File: config.mk
export PLATFORM = sky130hd
export DESIGN_NAME = fetch_aligner
export DESIGN_NICKNAME = d
export VERILOG_FILES = /design/src/rtl/fetch_aligner.sv
export SDC_FILE = /design/constraint.sdc
export NUM_CORES = 1
export LEC_CHECK = 0
export CORE_ASPECT_RATIO = 0.5
export CORE_MARGIN = 1.5
export CORE_UTILIZATION = 40
export DETAILED_ROUTE_END_ITERATION = 8
export PLACE_DENSITY = 0.77
export RECOVER_POWER = 25
export SYNTH_ARGS = -nofsm -noshare
export SYNTH_HDL_FRONTEND = slang
export SYNTH_SLANG_ARGS = --single-unit
File: constraint.sdc
create_clock -name clk -period 6.7 [get_ports clk]
set_input_delay 2.01 -clock clk [delete_from_list [all_inputs] [get_ports clk]]
set_output_delay 2.01 -clock clk [all_outputs]
set_load 0.01 [all_outputs]
File: src/rtl/fetch_aligner.sv
// Fetch aligner: buffers halfwords from word-aligned fetches and presents
// complete 16-bit (RVC) or 32-bit instructions with their PC.
module fetch_aligner #(
    parameter logic [31:0] RESET_PC = 32'h0000_0000
) (
    input  logic        clk,
    input  logic        rst,
    input  logic        flush,
    input  logic [31:0] flush_pc,
    input  logic        fetch_valid,
    output logic        fetch_ready,
    input  logic [31:0] fetch_data,
    output logic        out_valid,
    input  logic        out_ready,
    output logic [31:0] out_instr,
    output logic        out_rvc,
    output logic [31:0] out_pc
);

    localparam int unsigned HW_W  = 16;
    localparam int unsigned DEPTH = 3;
    localparam int unsigned CNT_W = 2;

    logic [HW_W-1:0]  hb_q [DEPTH];
    logic [HW_W-1:0]  hb_d [DEPTH];
    logic [CNT_W-1:0] count_q, count_d;
    logic [31:0]      pc_q, pc_d;
    logic             skip_lo_q, skip_lo_d;

    logic             out_fire;
    logic             fetch_fire;
    logic [CNT_W-1:0] consumed;
    logic [CNT_W-1:0] remain;

    // Handshake and presentation; reset and flush mask both handshakes.
    always_comb begin
        out_rvc     = (hb_q[0][1:0] != 2'b11);
        fetch_ready = !rst && !flush && (count_q <= 2'd1);
        out_valid   = !rst && !flush &&
                      (out_rvc ? (count_q >= 2'd1) : (count_q >= 2'd2));
        out_instr   = out_rvc ? {16'h0000, hb_q[0]} : {hb_q[1], hb_q[0]};
        out_pc      = pc_q;
    end

    // Next state: shift out consumed halfwords, then append behind the rest.
    always_comb begin
        for (int unsigned i = 0; i < DEPTH; i++) begin
            hb_d[i] = hb_q[i];
        end
        count_d    = count_q;
        pc_d       = pc_q;
        skip_lo_d  = skip_lo_q;

        fetch_fire = fetch_valid && fetch_ready;
        out_fire   = out_valid && out_ready;
        consumed   = out_fire ? (out_rvc ? 2'd1 : 2'd2) : 2'd0;
        remain     = count_q - consumed;

        unique case (consumed)
            2'd1: begin
                hb_d[0] = hb_q[1];
                hb_d[1] = hb_q[2];
            end
            2'd2: begin
                hb_d[0] = hb_q[2];
            end
            default: begin
            end
        endcase

        pc_d    = pc_q + 32'({consumed, 1'b0});
        count_d = remain;

        // fetch_ready guarantees remain <= 1, so appends stay inside the buffer
        if (fetch_fire) begin
            for (int unsigned i = 0; i < DEPTH; i++) begin
                if (CNT_W'(i) == remain) begin
                    hb_d[i] = skip_lo_q ? fetch_data[31:16] : fetch_data[15:0];
                end else if (!skip_lo_q && (CNT_W'(i) == remain + 2'd1)) begin
                    hb_d[i] = fetch_data[31:16];
                end
            end
            count_d   = remain + (skip_lo_q ? 2'd1 : 2'd2);
            skip_lo_d = 1'b0;
        end

        if (flush) begin
            count_d   = '0;
            pc_d      = {flush_pc[31:1], 1'b0};
            skip_lo_d = flush_pc[1];
        end
    end

    always_ff @(posedge clk) begin
        if (rst) begin
            count_q   <= '0;
            pc_q      <= {RESET_PC[31:1], 1'b0};
            skip_lo_q <= RESET_PC[1];
        end else begin
            count_q   <= count_d;
            pc_q      <= pc_d;
            skip_lo_q <= skip_lo_d;
        end
    end

    // Buffer data needs no reset; count qualifies every entry.
    always_ff @(posedge clk) begin
        for (int unsigned i = 0; i < DEPTH; i++) begin
            hb_q[i] <= hb_d[i];
        end
    end

endmodule

Word level (Yosys, flattened, before mapping):

Memories as Yosys holds them, arrays and structs flattened.
Index checks and enable logic that the tools add are counted.

* register bits: 35
* memory bits (writable): 48
* memories: 1

Memories
* hb_q: words 3, width 16, rd ports 3, clocked after Yosys merged registers in 0, write ports 3, RTL line 24 `logic [HW_W-1:0] hb_q [DEPTH];`

* add/sub/neg operators: 4
* magnitude comparators: 3
* equality and inequality tests: 7
* muxes and demuxes: 19
* reductions and logical operators: 15

Operator list (number)
* $mux W16: 8
* $mux W32: 2
* $mux W48: 1
* $add A32 B3 Y32: 1
* $pmux W16 S2: 1
* $logic_and A1 B1 Y1: 8
* $mux W2: 4
* $eq A1 B2 Y1 const A: 2
* $eq A2 B2 Y1 const A: 2
* $logic_not A2 Y1: 2
* $logic_not A1 Y1: 3
* $mux W1: 3
* $add A2 B1 Y2 const B: 1
* $add A2 B2 Y2: 1
* $eq A2 B1 Y1 const B: 1
* $eq A2 B2 Y1 const B: 1
* $ge A2 B1 Y1 const B: 1
* $ge A2 B2 Y1 const B: 1
* $le A2 B1 Y1 const B: 1
* $ne A2 B2 Y1 const B: 1
* $reduce_bool A2 Y1: 1
* $reduce_or A2 Y1: 1
* $sub A2 B2 Y2: 1

Longest topological paths before layout:

* depth in word-level cells: 12
* gate-level depth with buffers: 14
* gate-level depth less buffers: 10

Least setup slack after synthesis:

Ideal clock, no wire load.

* kind: input to register
* from: input port rst
* to: memory hb_q[2][0] (netlist: hb_q[0][32]), enable pin
* setup time: 0.388 ns
* data arrival time: 5.002 ns
* path slack: 1.310 ns
* stages: 14
* buffers on the path: 5
* cell sequence: buf_6 -> nor2_1 -> nand4_1 -> buf_2 -> inv_1 -> ha_1 -> xnor2_1 -> or3_1 -> buf_6 -> and2_4 -> buf_6 -> buf_6 -> mux2i_1 -> nor2_1

RTL lines
* from (decl): RTL line 7 `input logic rst,`
* to (decl): RTL line 24

Worst setup path after layout:

* from: input port flush
* to: output port fetch_ready

* word-level cells in the longest chain between the ends: 3

RTL lines
* from (decl): RTL line 8 `input logic flush,`
* $logic_not A1 Y1: RTL line 38 `fetch_ready = !rst && !flush && (count_q <= 2'd1);`
* $logic_and A1 B1 Y1 (2 in series): RTL line 38
* to (decl): RTL line 11 `output logic fetch_ready,`

No other way between the ends.

==> flow_summary_export.csv <==
group,metric,value,unit
layout,layout-drive-gt1-share,9.46,%
critical_path,crit_arrival,3.89,ns
power_and_ir_drop,total_power,1.53,mW
grt,grt_overflow,0,
critical_path,cp_cell_sequence,"clkdlybuf4s50_1 -> clkbuf_1 -> or2_0 -> nor2_1 -> clkdlybuf4s50_1",
timing,finalCritPeriodShare,88.1,%
yosys,yosys.area_share.simple,20.8,%
layout,mostFrequentLayoutCells,"93 x clkdlybuf4s50_1, 66 x dfxtp_1, 55 x nor2_1, 55 x a211oi_1, 52 x nand2_1",
critical_path,slowest_stage,"clkdlybuf4s50_1",
yosys,synth.area.mux_share,10.4,%
power_and_ir_drop,leakage,2.69,nW
drt,drtAntennaViolNets,0,
critical_path,critPathMaxStageDelay,0.50,ns
yosys,yosysTopAreaCellShare,25.5,%
grt,track_usage,22.3,%
yosys,syn_avg_cell_area,8.65,um2
cts,ctsHoldBuffers,0,
yosys,syn-num-nets,672,
yosys,ys_seq_area_share,34.8,%
cts,clk_path_buf_depth,2,
yosys,synthTopCellsByArea,"dfxtp_1 26%, edfxtp_1 9.3%, a211oi_1 8.0%, mux2_2 7.0%, xor2_1 4.2%",
die,die_area,0.0137,mm2
critical_path,crit_top_cell,"clkdlybuf4s50_1",
die,start_util,41.0,%
drt,vias,4855,
power_and_ir_drop,vdd_drop_max,0.111,mV
yosys,synthAdderAreaFrac,1.35,%
grt,grt_max_degree,51,
timing,slew_viol_final,0,
drt,first_iter_violations,321,
yosys,async_reset_ff_share,0,%
hold_path,hold_class,"reg -> reg",
timing,clock_skew,0.0109,ns
layout,syn_to_final_growth,31.1,%
layout,fin_nets,767,
yosys,synth.largest_area_cell,"dfxtp_1",
drt,wl_per_cell,17.1,um
die,row_count,29,
critical_path,worstSetupEndpointType,"primary output",
cts,postCtsSetupBuffers,0,
yosys,ys_ff_latch,82,
cts,cts_tree,"yes",
timing,worstMarginPinSlew,1.23,ns
layout,fill_cells,1111,
critical_path,crit_type,"in -> out",
timing,hold_violations,0,
timing,setup_viol,0,
timing,relSlewSlack,18.0,%
layout,mostFrequentLayoutCell,"clkdlybuf4s50_1",
yosys,syn_area,0.00517,mm2
drt,wl,14.9,mm
status,status,"completed",
cts,clock_latency,0.33,ns
yosys,synthXorXnorAreaFrac,5.42,%
die,core,0.0126,mm2
yosys,ys_types,48,
placement,port_buffers,133,
cts,path_clk_slew,0.06,ns
critical_path,critPathLaunchType,"input pin",
yosys,synth_edf_count,16,
drt,drtPass1Iterations,5,
layout,regArea,0.00180,mm2
yosys,ys_warn_count,0,
timing,setup-tns-final,0,ns
critical_path,cp.required,4.69,ns
job,drv_cap,0,
grt,grt_pass1_vias,4699,
power_and_ir_drop,power_density,226,mW/mm2
timing,finalWorstSetupSlack,0.797,ns
grt,antenna_found_initial,0,
placement,hpwl,9.79,mm
die,die_w,164,um
drt,post-route-drc-count,0,
cts,cts_resized,0,
cts,clock_sinks,82,
timing,rsz0062_at_grt,"no",
timing,holdWs,0.572,ns
timing,min_period,5.90,ns
cts,numCtsBuffers,9,
yosys,synth_top_family_by_area,"simple AND/OR/NAND/NOR gates",
yosys,synth_compound_area_share,20.3,%
grt,grt_pass1_wl,24.3,mm
cts,htree_levels,3,
placement,pre_cts_slack,0.914,ns
yosys,ys.flop_type,"dfxtp_1",
layout,num_antenna_cells,0,
die,die_h,83.4,um
die,ioPinCount,136,
cts,cts_root_buf,"clkbuf_16",
placement,routabilityCongestion,0.860,
layout,multiInputGateArea,0.00302,mm2
yosys,syn_inst,598,
drt,via_per_inst,5.59,
critical_path,worst-path-max-fanout,12,
timing,max_freq,169,MHz
[Yosys cell counts, types with 2 or more instances]
master and n:
nor3_1 2, or2_2 2, nand3_1 15, a221o_1 14, mux2i_1 18, or3_1 2, xnor2_1 7, buf_1 2
a211oi_1 55, and3_1 20, clkbuf_1 33, dfxtp_1 66, nor4b_1 2, buf_4 18, xor2_1 25, inv_1 5
a21oi_1 42, buf_6 4, ha_1 4, a22o_1 16, nand4_1 15, nand2_1 52, o21ai_0 16, o31ai_1 3
edfxtp_1 16, nor2_1 55, mux2_2 32, and4_1 2, nor2b_1 18, and2_1 16, buf_2 4
[worst paths after layout]
check	endpoint	start	depth (start not counted)	slack, ns
setup / recovery	fetch_ready	flush	5	0.80
hold reg to reg	hb_q[0][12]	hb_q[0][12]	3	0.57
setup reg to reg	hb_q[0][32]	hb_q[0][0]	12	2.62
hold / removal	hb_q[0][12]	hb_q[0][12]	3	0.57
[power by group]
group / internal (mW) / leakage [nW] / switching, mW
registers: 0.567 / 0.695 / 0.0654
clock network: 0.308 / 0.154 / 0.204
logic: 0.219 / 1.84 / 0.168
total: 1.09 / 2.69 / 0.437
[kinds of logic after synthesis]
| logic type | after synthesis |
|---|---|
| muxes | 50 |
| and+or+nand+nor | 210 |
| AOI/OAI and AO/OA | 151 |
| buffers and inverters | 67 |
| adders and majority gates | 5 |
| xor gates and xnor gates | 32 |
| other | 1 |
| DFF | 82 |
[stage by stage]
step           util (%)  cells  cell area (um2)
2_1_floorplan         -    598             5170
3_3_place_gp       51.3    852             6470
3_5_place_dp       51.3    852             6470
4_1_cts            53.7    868             6790
5_1_grt            53.7    868             6780
6_report           53.7    868             6780
[worst max-delay path, delay by kind of cell]
| family | cells | cell delay, ns |
|---|---|---|
| and+or+nand+nor | 2 | 0.41 |
| buffers and inverters | 3 | 1.46 |
[flip-flops by register name, indices dropped and copies added, names as in the netlist]
| register | count |
|---|---|
| count_q | 2 |
| hb_q | 48 |
| out_pc | 31 |
| skip_lo_q | 1 |
[layer usage]
layer	global-route usage [%]	up-vias	routed length, um
li1	-	2361	-
met4	5.29	0	182
met1	29.7	2270	6630
met5	0	-	0
met2	36.5	204	6920
met3	5.04	20	1130
[layout make-up]
class                      instances  share of cell area (%)
clock buffer                      14                    4.37
multi-input combinational        449                    44.5
inverter                           6                   0.332
timing repair buffer             145                    20.9
clock inverter                     2                   0.203
sequential                        82                    26.6
tap                              170                    3.14
No activity file was read; power rests on OpenSTA's default activity.
